## config.mk

```make
export PLATFORM = sky130hd
export DESIGN_NAME = window_fetch_flat
export DESIGN_NICKNAME = d
export VERILOG_FILES = /design/src/rtl/window_fetch_if.sv /design/src/rtl/window_fetch.sv /design/src/flat_wrapper.sv
export SDC_FILE = /design/constraint.sdc
export NUM_CORES = 1
export LEC_CHECK = 0
export CORE_MARGIN = 2
export CORE_UTILIZATION = 32
export CTS_CLUSTER_SIZE = 20
export DETAILED_ROUTE_END_ITERATION = 12
export SETUP_SLACK_MARGIN = 0.05
export SYNTH_ARGS = -nofsm -noshare
export SYNTH_HDL_FRONTEND = slang
export SYNTH_SLANG_ARGS = --single-unit
export TNS_END_PERCENT = 50
```

## constraint.sdc

```tcl
create_clock -name clk -period 5.1 [get_ports clk]
set_clock_uncertainty 0.15 [all_clocks]
set_input_delay 1.02 -clock clk [delete_from_list [all_inputs] [get_ports clk]]
set_output_delay 1.02 -clock clk [all_outputs]
set_load 0.1 [all_outputs]
```

## src/rtl/window_fetch_if.sv

```systemverilog
// Coordinate input, image-memory read port and pixel output stream of window_fetch.
interface window_fetch_if #(
  parameter int IMG_WIDTH  = 41,
  parameter int IMG_HEIGHT = 50,
  parameter int DATA_W     = 8
);
  localparam int W_X = $clog2(IMG_WIDTH);
  localparam int W_Y = $clog2(IMG_HEIGHT);
  localparam int W_A = $clog2(IMG_WIDTH*IMG_HEIGHT);

  logic              addr_valid;
  logic              addr_ready;
  logic [W_X-1:0]    x;
  logic [W_Y-1:0]    y;
  logic              mem_rd_en;
  logic [W_A-1:0]    mem_addr;
  logic [DATA_W-1:0] mem_rdata;
  logic              pixel_valid;
  logic              pixel_ready;
  logic [DATA_W-1:0] pixel_data;
  logic              pixel_last;
  logic              pixel_oob;

  modport slave (
    input  addr_valid, x, y, mem_rdata, pixel_ready,
    output addr_ready, mem_rd_en, mem_addr, pixel_valid, pixel_data, pixel_last, pixel_oob
  );

  modport master (
    output addr_valid, x, y, mem_rdata, pixel_ready,
    input  addr_ready, mem_rd_en, mem_addr, pixel_valid, pixel_data, pixel_last, pixel_oob
  );
endinterface

```

## src/rtl/window_fetch.sv

```systemverilog
// Converts sweeper (x, y) coordinates to image-memory reads and buffers the
// returned pixels, tagged with end-of-window and out-of-bounds flags.
module window_fetch #(
  parameter int IMG_WIDTH  = 41,
  parameter int IMG_HEIGHT = 50,
  parameter int SWEEP_X    = 25,
  parameter int SWEEP_Y    = 25,
  parameter int DATA_W     = 8,
  parameter int FIFO_DEPTH = 3
) (
  input  logic           clk,
  input  logic           rst,
  window_fetch_if.slave  bus
);
  localparam int W_X     = $clog2(IMG_WIDTH);
  localparam int W_Y     = $clog2(IMG_HEIGHT);
  localparam int W_A     = $clog2(IMG_WIDTH*IMG_HEIGHT);
  localparam int WIN_N   = SWEEP_X*SWEEP_Y;
  localparam int WIN_MAX = WIN_N - 1;
  localparam int W_C     = (WIN_N > 1) ? $clog2(WIN_N) : 1;
  localparam int W_P     = $clog2(FIFO_DEPTH);
  localparam int W_F     = $clog2(FIFO_DEPTH + 1);
  localparam int PTR_MAX_I = FIFO_DEPTH - 1;

  localparam logic [W_X:0]   X_LIM   = IMG_WIDTH[W_X:0];
  localparam logic [W_Y:0]   Y_LIM   = IMG_HEIGHT[W_Y:0];
  localparam logic [W_A-1:0] PITCH   = IMG_WIDTH[W_A-1:0];
  localparam logic [W_C-1:0] CNT_MAX = WIN_MAX[W_C-1:0];
  localparam logic [W_P-1:0] PTR_MAX = PTR_MAX_I[W_P-1:0];
  localparam logic [W_F:0]   DEPTH_L = FIFO_DEPTH[W_F:0];

  typedef struct packed {
    logic [DATA_W-1:0] data;
    logic              last;
    logic              oob;
  } pix_t;

  function automatic logic [W_P-1:0] ptr_nxt(input logic [W_P-1:0] p);
    return (p == PTR_MAX) ? '0 : p + 1'b1;
  endfunction

  logic           oob, hs, push, pop;
  logic [W_F:0]   occ;
  logic [W_C-1:0] win_cnt;
  logic           inflight, inf_use_mem, inf_last, inf_oob;
  pix_t           fifo_mem [FIFO_DEPTH];
  pix_t           wr_ent, head;
  logic [W_P-1:0] wr_ptr, rd_ptr;
  logic [W_F-1:0] fifo_count;

  // Credit counts the in-flight read too, so a push can never find the FIFO full.
  assign occ            = {1'b0, fifo_count} + {{W_F{1'b0}}, inflight};
  assign bus.addr_ready = ~rst & (occ < DEPTH_L);

  assign oob          = ({1'b0, bus.x} >= X_LIM) | ({1'b0, bus.y} >= Y_LIM);
  assign hs           = bus.addr_valid & bus.addr_ready;
  assign bus.mem_addr = W_A'(bus.y) * PITCH + W_A'(bus.x);
  assign bus.mem_rd_en = hs & ~oob;

  always_ff @(posedge clk) begin
    if (rst) begin
      win_cnt     <= '0;
      inflight    <= 1'b0;
      inf_use_mem <= 1'b0;
      inf_last    <= 1'b0;
      inf_oob     <= 1'b0;
    end else begin
      inflight <= hs;
      if (hs) begin
        inf_use_mem <= ~oob;
        inf_last    <= (win_cnt == CNT_MAX);
        inf_oob     <= oob;
        win_cnt     <= (win_cnt == CNT_MAX) ? '0 : win_cnt + 1'b1;
      end
    end
  end

  // mem_rdata is only meaningful in the cycle after the read strobe.
  assign push   = inflight;
  assign pop    = bus.pixel_valid & bus.pixel_ready;
  assign wr_ent = '{data: inf_use_mem ? bus.mem_rdata : '0, last: inf_last, oob: inf_oob};

  always_ff @(posedge clk) begin
    if (rst) begin
      for (int i = 0; i < FIFO_DEPTH; i++) fifo_mem[i] <= '0;
      wr_ptr     <= '0;
      rd_ptr     <= '0;
      fifo_count <= '0;
    end else begin
      if (push) begin
        fifo_mem[wr_ptr] <= wr_ent;
        wr_ptr           <= ptr_nxt(wr_ptr);
      end
      if (pop) rd_ptr <= ptr_nxt(rd_ptr);
      case ({push, pop})
        2'b10:   fifo_count <= fifo_count + 1'b1;
        2'b01:   fifo_count <= fifo_count - 1'b1;
        default: fifo_count <= fifo_count;
      endcase
    end
  end

  assign head            = fifo_mem[rd_ptr];
  assign bus.pixel_valid = (fifo_count != '0);
  assign bus.pixel_data  = head.data;
  assign bus.pixel_last  = head.last;
  assign bus.pixel_oob   = head.oob;
endmodule

```

## src/flat_wrapper.sv

```systemverilog
// flat-port wrapper written by rule: the top's interface ports become plain ports
module window_fetch_flat 
#(
  parameter int IMG_WIDTH  = 41,
  parameter int IMG_HEIGHT = 50,
  parameter int SWEEP_X    = 25,
  parameter int SWEEP_Y    = 25,
  parameter int DATA_W     = 8,
  parameter int FIFO_DEPTH = 3
)
  (clk, rst, bus_addr_valid, bus_x, bus_y, bus_mem_rdata, bus_pixel_ready, bus_addr_ready, bus_mem_rd_en, bus_mem_addr, bus_pixel_valid, bus_pixel_data, bus_pixel_last, bus_pixel_oob);
  window_fetch_if #(.IMG_WIDTH(IMG_WIDTH), .IMG_HEIGHT(IMG_HEIGHT), .DATA_W(DATA_W)) bus_i ();
  input  logic clk;
  input  logic rst;
  input wire logic [$bits(bus_i.addr_valid)-1:0] bus_addr_valid;
  input wire logic [$bits(bus_i.x)-1:0] bus_x;
  input wire logic [$bits(bus_i.y)-1:0] bus_y;
  input wire logic [$bits(bus_i.mem_rdata)-1:0] bus_mem_rdata;
  input wire logic [$bits(bus_i.pixel_ready)-1:0] bus_pixel_ready;
  output wire logic [$bits(bus_i.addr_ready)-1:0] bus_addr_ready;
  output wire logic [$bits(bus_i.mem_rd_en)-1:0] bus_mem_rd_en;
  output wire logic [$bits(bus_i.mem_addr)-1:0] bus_mem_addr;
  output wire logic [$bits(bus_i.pixel_valid)-1:0] bus_pixel_valid;
  output wire logic [$bits(bus_i.pixel_data)-1:0] bus_pixel_data;
  output wire logic [$bits(bus_i.pixel_last)-1:0] bus_pixel_last;
  output wire logic [$bits(bus_i.pixel_oob)-1:0] bus_pixel_oob;
  assign bus_i.addr_valid = bus_addr_valid;
  assign bus_i.x = bus_x;
  assign bus_i.y = bus_y;
  assign bus_i.mem_rdata = bus_mem_rdata;
  assign bus_i.pixel_ready = bus_pixel_ready;
  assign bus_addr_ready = bus_i.addr_ready;
  assign bus_mem_rd_en = bus_i.mem_rd_en;
  assign bus_mem_addr = bus_i.mem_addr;
  assign bus_pixel_valid = bus_i.pixel_valid;
  assign bus_pixel_data = bus_i.pixel_data;
  assign bus_pixel_last = bus_i.pixel_last;
  assign bus_pixel_oob = bus_i.pixel_oob;
  window_fetch #(.IMG_WIDTH(IMG_WIDTH), .IMG_HEIGHT(IMG_HEIGHT), .SWEEP_X(SWEEP_X), .SWEEP_Y(SWEEP_Y), .DATA_W(DATA_W), .FIFO_DEPTH(FIFO_DEPTH)) u_core (.clk(clk), .rst(rst), .bus(bus_i));
endmodule
```

==> out/qor.csv, run 1 <==
metric,value,unit
ys_seq_area_share,47.23,%
fmax,200.4,MHz
path_cells,"clkdlybuf4s15_1, ha_4, ha_4, ha_4, fa_1, ha_4, o2111ai_2, nand3_2, o41ai_2, buf_4, xnor2_2, buf_12",
hold_buffers,0,
cp-start-kind,input pin,
multiInputGateArea,2041,um2
crit_family,adder cells,
end_kind,primary output,
rows,38,
postRouteAntennaNets,0,
rsz0062_at_grt,false,
p_seq_share,28.5,%
crit_start,bus_y[2],
setup_tns,0,ps
period_share,97.86,%
dp.final_hpwl,5197,um
setup_viol,0,
sw_frac_of_total,44.99,%
drv_slew,0,
pin_count,49,
syn_nets,371,
cts_buffers,9,
avgSynthCellArea,11.47,um2
first_pass_iters,4,
cts_tree,built,
grt-ovfl-total,0,
synthCells,303,
cts_sinks,62,
place.gp.congestion,0.7570,
routedWlPerCell,13.73,um
ys_warn_count,0,
outcome,"complete, no violations",
worstMarginPinSlew,984.7,ps
drive_gt1_share,29.58,%
internal_power,1.156,mW
fill_cells,1008,
grt_usage,12.86,%
cts_root_buf,clkbuf_8,
area_growth,38.59,%
grt_max_degree,16,
die_w,108.2,um
dieArea,11710,um2
path_class,in2out,
h-tree-depth,3,
p_comb_share,54.8,%
placedInstanceArea,4433,um2
grt_pass1_wl,11520,um
dieHeight,108.2,um
hold_class,reg2reg,
power.share.clock,16.7,%
final_area,4817,um2
final.setup.worst_slack,109.3,ps
crit_slowest_cell,fa_1,
num_antenna_cells,0,
dp_slack,-319.8,ps
p_per_area,436.3,nW/um2
viasPerCell,4.667,
switchingPower,945.5,uW
p_leak,1.917,nW
dp_cells,505,
hold_viol,0,
crit_top_cell,ha_4,
yosys.cell_types.count,45,
regArea,1642,um2
crit_fanout,6,
ys_ff_latch,62,
required,3930,ps
grt_pass1_vias,2429,
rrSetupSlack,2780,ps
coreArea,10700,um2
insertion_delay,330,ps
worst_ep_arrival_time,3820,ps
hold_ws,283.6,ps
instances_no_fill,522,
routed_wl,7169,um
slew_headroom,34.15,%
final.min_clock_period,4991,ps
antenna_found_initial,0,
drc,0,
r2r-start,u_core.fifo_count[0]$_SDFFE_PP0P_,
first_iter_violations,98,
path_buf_inv,3,
crit_path_max_incr_delay,450,ps
vias,2436,
syn_area,3476,um2
initial_core_util,32.49,%
min_from,u_core.inf_oob$_SDFFE_PP0P_,
cts_buffer_depth,2,
cap_violations,0,
ir_drop,0.3539,mV
port_buffers,48,
nNetsFinal,446,
cts.clk_slew.worst_paths,60,ps
## layer usage
layer | vias to the layer above | global-route usage, % | share of wire (%) | wire (um)
li1 | 1218 | - | - | -
met1 | 1156 | 16.41 | 46 | 3315
met2 | 56 | 21.38 | 48 | 3465
met3 | 6 | 3.797 | 4.7 | 338
met4 | 0 | 3.297 | 0.70 | 50
met5 | - | 0 | 0 | 0
## flip-flops by register name, summed over array words and instances, names as in the netlist, named ones only
register / flops
u_core.fifo_count: 2
u_core.fifo_mem: 40
u_core.inf_last: 1
u_core.inf_oob: 1
u_core.inf_use_mem: 1
u_core.inflight: 1
u_core.rd_ptr: 2
u_core.win_cnt: 10
u_core.wr_ptr: 2
## path summary, 6_finish.rpt
kind                                     end  depth (start not counted)
min reg2reg  u_core.fifo_mem[3][0]$_DFFE_PP_                          0
min          u_core.fifo_mem[3][0]$_DFFE_PP_                          0
max reg2reg   u_core.win_cnt[0]$_SDFFE_PP0P_                          7
max                          bus_mem_addr[9]                         12
## Yosys cell counts (all sizes together)
cell | count | area [um2]
nor2 | 50 | 207.7
ha | 41 | 513.0
edfxtp | 40 | 1201
inv | 24 | 90.09
nand2 | 24 | 97.59
dfxtp | 22 | 440.4
xnor2 | 11 | 96.34
a21oi | 10 | 53.80
mux4 | 10 | 225.2
xor2 | 9 | 78.83
and3 | 7 | 43.79
nand3 | 7 | 35.03
clkbuf | 5 | 18.77
nand2b | 4 | 25.02
nor2b | 4 | 27.53
o21ai | 4 | 20.02
buf | 3 | 23.76
fa | 3 | 60.06
or3 | 3 | 18.77
a211oi | 2 | 27.53
a21o | 2 | 16.27
nor3 | 2 | 10.01
o2111ai | 2 | 17.52
a22oi | 1 | 7.510
a31oi | 1 | 6.260
and4 | 1 | 8.760
mux2i | 1 | 10.01
nand3b | 1 | 7.510
nand4 | 1 | 6.260
nand4bb | 1 | 11.26
nor4 | 1 | 21.27
o21a | 1 | 7.510
o221ai | 1 | 8.760
o311ai | 1 | 8.760
o31a | 1 | 8.760
o41ai | 1 | 8.760
or2 | 1 | 6.260
## worst register-to-register path: stages, from the launching register on
cell and delay [ps]:
dfxtp_1 350, ha_1 210, ha_1 310, a211oi_4 390, nand2_4 130, nor4_4 240
a21o_2 350, nor2_2 70
## layout by cell type (no fill, tap or decap), types with 3 or more instances in the layout
master and instances:
mux4_2 10, edfxtp_1 40, ha_1 26, buf_12 8, buf_4 30, inv_1 24
clkinv_2 3, nand2_1 23, nor2b_1 3, nand2b_1 4, and3_1 7, xor2_1 7
nor2_2 8, nand3_2 3, dfxtp_1 22, o21ai_0 3, nor2_1 42, clkdlybuf4s50_1 28
a21oi_1 7, xnor2_1 7, fa_1 3, clkbuf_8 9, nand3_1 3, xnor2_2 3
ha_4 13
## layout make-up
class,count,share of cell area (%)
clock buffer,10,2.649
clock inverter,5,0.5714
inverter,24,1.870
multi-input combinational,209,42.36
sequential,62,34.08
tap,140,3.636
timing repair buffer,72,14.83
## per-stage QoR
| step | total power, mW | utilization [%] |
|---|---|---|
| after floorplan | 1.377 | - |
| after global placement | 1.699 | 41.44 |
| after detailed placement | 1.708 | 41.44 |
| after CTS | 2.080 | 43.46 |
| after global routing | 2.193 | 45.03 |
| final | 2.102 | 45.03 |
## repair_timing
item / CTS / global route
gates resized for setup: 18 / 23
pin swaps: 15 / 12
buffers inserted: 0 / 2
endpoints found under the setup margin: 6 / 5
hold endpoints to repair: 0 / 0
## logic make-up (layout without fill, tap and decap cells)
| group | Yosys count | after routing | share of synthesized area [%] |
|---|---|---|---|
| AO/OA/AOI/OAI | 27 | 27 | 5.508 |
| XOR/XNOR | 20 | 20 | 5.040 |
| adder cells (fa/ha/maj) | 44 | 44 | 16.49 |
| flip-flops | 62 | 62 | 47.23 |
| buffers and inverters | 32 | 111 | 3.815 |
| AND/OR/NAND/NOR | 107 | 107 | 15.15 |
| multiplexers | 11 | 11 | 6.768 |
## power groups by stage
stage	clock network, mW	registers [mW]	logic, mW
after floorplan	0	0.586	0.791
after global placement	0	0.610	1.09
after detailed placement	0	0.612	1.10
after CTS	0.361	0.601	1.12
after global routing	0.380	0.606	1.21
final	0.351	0.599	1.15
Note: power is estimated with default switching activity, not from simulation.
==> run 2: changes to the inputs <==
--- a/config.mk
+++ b/config.mk
@@ -10,6 +10,7 @@
 export CTS_CLUSTER_SIZE = 20
 export DETAILED_ROUTE_END_ITERATION = 12
 export SETUP_SLACK_MARGIN = 0.05
+export SLEW_MARGIN = 20
 export SYNTH_ARGS = -nofsm -noshare
 export SYNTH_HDL_FRONTEND = slang
 export SYNTH_SLANG_ARGS = --single-unit
==> results of run 2 <==
No change in the layout: final DEF, timing and power equal those of run 1.
==> edit 1 (config.mk and constraints of run 1) <==
`DATA_W` is set to 8 in 3 places; all go to 6.
--- a/src/rtl/window_fetch_if.sv
+++ b/src/rtl/window_fetch_if.sv
@@ -2,7 +2,7 @@
 interface window_fetch_if #(
   parameter int IMG_WIDTH  = 41,
   parameter int IMG_HEIGHT = 50,
-  parameter int DATA_W     = 8
+  parameter int DATA_W     = 6
 );
   localparam int W_X = $clog2(IMG_WIDTH);
   localparam int W_Y = $clog2(IMG_HEIGHT);
--- a/src/rtl/window_fetch.sv
+++ b/src/rtl/window_fetch.sv
@@ -5,7 +5,7 @@
   parameter int IMG_HEIGHT = 50,
   parameter int SWEEP_X    = 25,
   parameter int SWEEP_Y    = 25,
-  parameter int DATA_W     = 8,
+  parameter int DATA_W     = 6,
   parameter int FIFO_DEPTH = 3
 ) (
   input  logic           clk,
--- a/src/flat_wrapper.sv
+++ b/src/flat_wrapper.sv
@@ -5,7 +5,7 @@
   parameter int IMG_HEIGHT = 50,
   parameter int SWEEP_X    = 25,
   parameter int SWEEP_Y    = 25,
-  parameter int DATA_W     = 8,
+  parameter int DATA_W     = 6,
   parameter int FIFO_DEPTH = 3
 )
   (clk, rst, bus_addr_valid, bus_x, bus_y, bus_mem_rdata, bus_pixel_ready, bus_addr_ready, bus_mem_rd_en, bus_mem_addr, bus_pixel_valid, bus_pixel_data, bus_pixel_last, bus_pixel_oob);
Interface: changed (resized bus_mem_rdata and bus_pixel_data); port bits go from 49 to 45. The function was not compared with the original's and may differ.
==> edit 1 against run 1 <==
- routed wire length shrank 8.7%
- design area shrank 10%
- area after synthesis shrank 10%
- setup slack gained 0.030 ns
- fmax grew 0.60%
- sequential share of layout area shrank 1.6 points
- critical endpoint is now bus_mem_addr[11]
- power shrank 12%
- sequential cell count shrank 8
- synthesized cell count shrank 7.6%
- sequential power shrank 13%
==> edit 1: results (changes against run 1) <==
** Hold path
- Worst min-delay path class :: register to register (unchanged)

** Placement
- Dpl cell area :: 0.004055 mm² (was 0.004433 mm²)
- The post-detailed-placement half-perimeter wirelength came to 4833 µm (was 5197 µm).
- The count of buffers from port buffering was 44 (was 48).
- The final estimated routing congestion in global placement came to 0.7656 (was 0.7570).

** GRT
- The global routing met2 resource utilization is 22.67% (was 21.38%).
- The total global-route track usage came to 12.86% (about the same).
- The fraction of met1 tracks used by global routing came to 15.75% (was 16.41%).
- The number of global-route vias before repair came to 2303 (was 2429).
- The first-pass GRT wire length came to 10490 µm (was 11520 µm).
- Antenna violations before repair :: 0 (unchanged)
- Met3 global-route usage :: 2.712% (was 3.797%)
- The largest net degree at the start of global routing was 18 (was 16).

** Synthesis
- Ys async rst share :: 0% (unchanged)
- Sequential fraction of the synthesis area :: 45.03% (was 47.23%)
- Number of synthesized flops with an enable pin :: 32 (was 40)
- Number of distinct library cell variants in the gate-level netlist after synthesis :: 44 (was 45)
- Top cells by count, synth :: nor2_1, ha_1, edfxtp_1 (unchanged)
- Count of synthesis-stage warnings from yosys :: 0 (unchanged)
- The most used flip-flop cell after synthesis was edfxtp_1 (unchanged).
- Syn nets :: 346 (was 371)
- Dominant cells by area after synthesis: edfxtp_1, ha_1, dfxtp_1, mux4_2, nor2_1 (unchanged).

** Clock tree
- The clock-pin slew of the registers on the worst-case setup and hold paths came to 0.10 ns (was 0.06 ns).
- The cell at the root of the clock tree was clkbuf_8 (unchanged).
- CTS Buffer Depth :: 2 (unchanged)
- The clock insertion delay at the later pin of the skew report was 0.31 ns (was 0.33 ns).
- Number of CTS-inserted buffers :: 5 (was 9)
- Level count of the clock H-tree :: 2 (was 3)

** Route
- Iteration-0 DRC Markers :: 84 (was 98)
- The total routed wirelength was 6547 µm (was 7169 µm).
- The total number of vias came to 2212 (was 2436).
- The number of optimization iterations in the first detailed-route pass is 4 (unchanged).

** Timing
- The timing-limited maximum frequency came to 201.6 MHz (was 200.4 MHz).
- The worst-case hold slack was 0.2955 ns (was 0.2836 ns).
- Pin slew with the least headroom to its limit :: 0.9685 ns (was 0.9847 ns)

** Power and ir drop
- Worst voltage drop across the vdd grid :: 0.4720 mV (was 0.3539 mV)
- The switching component of the power came to 0.8622 mW (was 0.9455 mW).
- The leakage power was 1.739 nW (was 1.917 nW).

** Layout
- Filler cell count in the final layout :: 879 (was 1008)
- The share of layout cells above drive strength 1 was 27.97% (was 29.58%).
- Top Registers: u_core.fifo_mem (32), u_core.win_cnt (10) (was u_core.fifo_mem (40), u_core.win_cnt (10)).
- The final net count was 419 (was 446).
- The number of diodes added for antenna fixing was 0 (unchanged).

** Critical path
- Critical Path Fanout Max :: 4 (was 6)
- The register-to-register setup slack came to 2.84 ns (was 2.78 ns).
- The arrival time at the worst endpoint came to 3.79 ns (was 3.82 ns).

** Outcome
- Result of the run: completed (unchanged).
[edit 1: cell count changes after synthesis, moves of 3 or more]
cell             run 1  this run
nor2_1              42        46
edfxtp_1            40        32
inv_1               24        21
nand2_1             23        20
clkbuf_1             5         1
and3_1               7         4
nor2_2               8         0
[edit 1: layer usage]
layer	vias up	routed length [µm]
met1	1038	2991
met2	36	3255
met5	-	0
li1	1133	-
met3	5	243
met4	0	57
[edit 1: path summary, 6_finish.rpt]
| kind | start | endpoint | cells past startpoint |
|---|---|---|---|
| setup / recovery | bus_y[5] | bus_mem_addr[11] | 12 |
| hold / removal | u_core.inf_oob$_SDFFE_PP0P_ | u_core.fifo_mem[3][0]$_DFFE_PP_ | 0 |
| setup reg to reg | u_core.fifo_count[0]$_SDFFE_PP0P_ | u_core.win_cnt[6]$_SDFFE_PP0P_ | 7 |
| hold reg to reg | u_core.inf_oob$_SDFFE_PP0P_ | u_core.fifo_mem[3][0]$_DFFE_PP_ | 0 |
[edit 1: area by class of cell]
cell class,count,area [µm²],share of cell area [%]
Inverter,22,85.08,1.973
Sequential cell,54,1401,32.50
Multi-Input combinational cell,200,1891,43.85
Clock inverter,2,13.76,0.3192
Timing Repair Buffer,70,686.9,15.93
Tap cell,129,161.4,3.743
Clock buffer,6,72.57,1.683
[edit 1: worst max-delay path, stage by stage]
cell and delay, ns:
clkdlybuf4s15_2 0.24, ha_1 0.30, ha_1 0.30, ha_1 0.30, ha_1 0.35, ha_4 0.26
nand3_1 0.06, nand2_1 0.06, or3_1 0.32, o221ai_2 0.18, xor2_2 0.20, buf_12 0.20
[edit 1: repair_timing]
action	4_1_cts	5_1_grt
endpoints found under the setup margin	6	5
pin swaps	12	8
hold buffers	0	0
gates resized for setup	21	16
setup buffers	0	1
[edit 1: kinds of logic (layout without fill, tap and decap cells)]
kind of cell	Yosys count	after routing	synth area share (%)
fa+ha+maj	44	44	18.42
flops	54	54	45.03
xor+xnor	20	20	5.629
compound gates	26	26	5.871
buf+inv	26	100	3.498
mux	9	9	6.112
simple gates	101	101	15.44
[edit 1: power groups by stage]
stage	logic, mW	registers, mW	clock network [mW]
2_1_floorplan	0.749	0.511	0
3_3_place_gp	1.04	0.529	0
3_5_place_dp	1.05	0.531	0
4_1_cts	1.08	0.521	0.245
5_1_grt	1.16	0.525	0.262
6_report	1.10	0.519	0.239
[edit 1: stage by stage]
| stage | worst slack (ns) | total power, mW | utilization (%) | cells |
|---|---|---|---|---|
| floorplan | -0.3083 | 1.259 | - | 280 |
| global placement | -0.2842 | 1.572 | 43.47 | 474 |
| detailed placement | -0.3133 | 1.580 | 43.47 | 474 |
| CTS | 0.04517 | 1.846 | 45.20 | 482 |
| global route | 0.01793 | 1.943 | 46.22 | 483 |
| finish | 0.1392 | 1.860 | 46.22 | 483 |
==> edit 2 (settings of run 1) <==
Without the edit above. Make the reset (`rst`) asynchronous in 2 clocked blocks.
--- a/src/rtl/window_fetch.sv
+++ b/src/rtl/window_fetch.sv
@@ -57,7 +57,7 @@
   assign bus.mem_addr = W_A'(bus.y) * PITCH + W_A'(bus.x);
   assign bus.mem_rd_en = hs & ~oob;
 
-  always_ff @(posedge clk) begin
+  always_ff @(posedge clk or posedge rst) begin
     if (rst) begin
       win_cnt     <= '0;
       inflight    <= 1'b0;
@@ -80,7 +80,7 @@
   assign pop    = bus.pixel_valid & bus.pixel_ready;
   assign wr_ent = '{data: inf_use_mem ? bus.mem_rdata : '0, last: inf_last, oob: inf_oob};
 
-  always_ff @(posedge clk) begin
+  always_ff @(posedge clk or posedge rst) begin
     if (rst) begin
       for (int i = 0; i < FIFO_DEPTH; i++) fifo_mem[i] <= '0;
       wr_ptr     <= '0;
Behaviour: differs if rst is asserted again (counterexample within 4 cycles, from zero or initial values and one cycle with rst high); with rst held inactive, the same outputs for 10 cycles.
==> edit 2 against run 1 <==
- die area shrank 11%
- non-clock buffer count shrank 4
- setup slack gained 0.050 ns
- routed wire length shrank 9.6%
- area after synthesis shrank 12%
- power grew 26%
- design area shrank 13%
- cell count shrank 3.1%
- sequential cell count shrank 12
- critical path type unchanged
- largest power group unchanged
==> edit 2: results (changes against run 1) <==
** Outcome
- Result of the run :: completed (unchanged)

** Layout
- The count of fill cells added during filler insertion was 906 (was 1008).
- Total number of nets in the final design :: 443 (was 446)
- Top Registers :: u_core.fifo_mem (30), u_core.win_cnt (10) (was u_core.fifo_mem (40), u_core.win_cnt (10))
- The share of layout cells above drive strength 1 came to 24.73% (was 29.58%).

** Clock tree
- CTS Root Cell :: clkbuf_8 (unchanged)
- The clock-pin slew of the registers on the worst-case setup and hold paths came to 0.09 ns (was 0.06 ns).
- Level count of the clock H-tree :: 2 (was 3)
- CTS Buffer Depth :: 2 (unchanged)
- Number of CTS-inserted buffers :: 5 (was 9)
- Insertion delay to the later sink of the worst-skew pair :: 0.30 ns (was 0.33 ns)

** Synthesis
- Top cells by count, synth :: nand2_1, dfrtp_1, o21ai_0 (was nor2_1, ha_1, edfxtp_1)
- The async set or reset register ratio after synthesis is 100.0% (was 0%).
- The count of yosys warnings during synthesis was 0 (unchanged).
- Syn nets :: 377 (was 371)
- Sequential fraction of the synthesis area :: 40.77% (was 47.23%)
- Main synth FF type :: dfrtp_1 (was edfxtp_1)
- The number of enable-type register cells in the synthesized netlist came to 0 (was 40).
- Dominant cells by area after synthesis :: dfrtp_1, ha_1, o21ai_0, nand2_1, xnor2_1 (was edfxtp_1, ha_1, dfxtp_1, mux4_2, nor2_1)
- Number of distinct library cell variants in the gate-level netlist after synthesis :: 41 (was 45)

** Placement
- The post-detailed-placement half-perimeter wirelength came to 4765 µm (was 5197 µm).
- The post-place instance area came to 0.003951 mm² (was 0.004433 mm²).
- Final weighted congestion of routability-driven global placement :: 0.7938 (was 0.7570)
- The pre-CTS setup slack came to -0.3582 ns (was -0.3198 ns).
- Input/output buffers :: 48 (unchanged)

** Hold path
- The kind of path behind the tightest hold check was register to register (unchanged).

** Route
- Final wirelength :: 6484 µm (was 7169 µm)
- Number of iterations in the first detailed-routing pass :: 4 (unchanged)
- Iteration-0 DRC Markers :: 45 (was 98)
- The total number of vias was 2353 (was 2436).

** GRT
- The largest net degree at the start of global routing was 51 (was 16).
- The initial antenna violation count came to 1 (was 0).
- The first-pass GRT wire length came to 10920 µm (was 11520 µm).
- Via count of the first global-routing pass :: 2337 (was 2429)
- GRT Util Overall :: 13.36% (was 12.86%)

** Critical path
- Arrival time of data at the critical path endpoint :: 3.77 ns (was 3.82 ns)
- Delay-heaviest family, CP :: adder cells (unchanged)
- The biggest cell delay along the critical path is 0.34 ns (was 0.45 ns).
- Worst path slowest cell :: ha_1 (was fa_1)
- The maximum fanout along the worst path was 4 (was 6).

** Power and ir drop
- Static leakage power :: 1.943 nW (was 1.917 nW)
- The largest vdd supply drop was 0.6485 mV (was 0.3539 mV).

** Timing
- Pin slew with the least headroom to its limit :: 1.032 ns (was 0.9847 ns)
edit 2: final timing paths:
| kind | to | startpoint | slack (ns) | depth (start not counted) |
|---|---|---|---|---|
| hold reg to reg | u_core.fifo_mem[19]$_DFFE_PP0P_ | u_core.fifo_mem[19]$_DFFE_PP0P_ | 0.34 | 2 |
| setup / recovery | bus_mem_addr[11] | bus_y[4] | 0.16 | 11 |
| setup reg to reg | u_core.win_cnt[6]$_DFFE_PP0P_ | u_core.inflight$_DFF_PP0_ | 2.75 | 8 |
| max in group asynchronous | u_core.fifo_mem[21]$_DFFE_PP0P_ | rst | 2.95 | 2 |
| hold / removal | u_core.fifo_mem[19]$_DFFE_PP0P_ | u_core.fifo_mem[19]$_DFFE_PP0P_ | 0.34 | 2 |
| min in group asynchronous | u_core.win_cnt[2]$_DFFE_PP0P_ | rst | 1.21 | 2 |
edit 2: metal layers:
metal,vias to the layer above,track usage [%],part of all wire [%]
met3,5,3.146,5.4
met1,1091,18.19,48
met5,-,0,0
li1,1206,-,-
met2,51,20.95,45
met4,0,4.615,1.6
edit 2: tightest hold or removal path, delay by kind of cell, from the launching register on:
family	cells	cell delay, ns
flops	1	0.35
simple gates	1	0.05
compound gates	1	0.06
edit 2: logic make-up (layout without fill, tap and decap cells):
logic type,count (synthesis),after routing,share of synthesized area (%)
flops,50,50,40.77
buf+inv,22,89,2.894
other cells,0,1,0
fa+ha+maj,44,44,18.67
xor+xnor,18,18,5.137
mux,16,16,5.463
compound gates,65,65,12.76
simple gates,94,94,14.31
edit 2: cell type report:
type,count,area (µm²),area share [%]
clock inverters,1,8.758,0.2094
inverters,13,53.80,1.286
well taps,129,161.4,3.859
clock buffers,7,96.34,2.303
repair buffers,68,660.6,15.79
flip-flops and latches,50,1251,29.91
multi-input cells,237,1948,46.57
diodes,1,2.502,0.05983
edit 2: what timing repair did:
item / CTS / global route
hold buffers: 0 / 0
buffers inserted: 1 / 1
gates resized for setup: 20 / 8
pin swaps: 12 / 5
endpoints found under the hold margin: 0 / 0
setup endpoints to repair: 6 / 4
edit 2: power breakdown:
part / switching, mW / internal (mW)
sequential: 0.158 / 0.553
clock: 0.130 / 0.124
combinational: 1.13 / 0.542
edit 2: stage by stage:
stage / total power [mW] / std cells / util, %
6_report: 2.639 / 506 / 45.05
5_1_grt: 2.796 / 506 / 45.05
4_1_cts: 2.642 / 504 / 44.45
3_5_place_dp: 2.362 / 495 / 42.56
3_3_place_gp: 2.344 / 495 / 42.56
2_1_floorplan: 1.922 / 309 / -
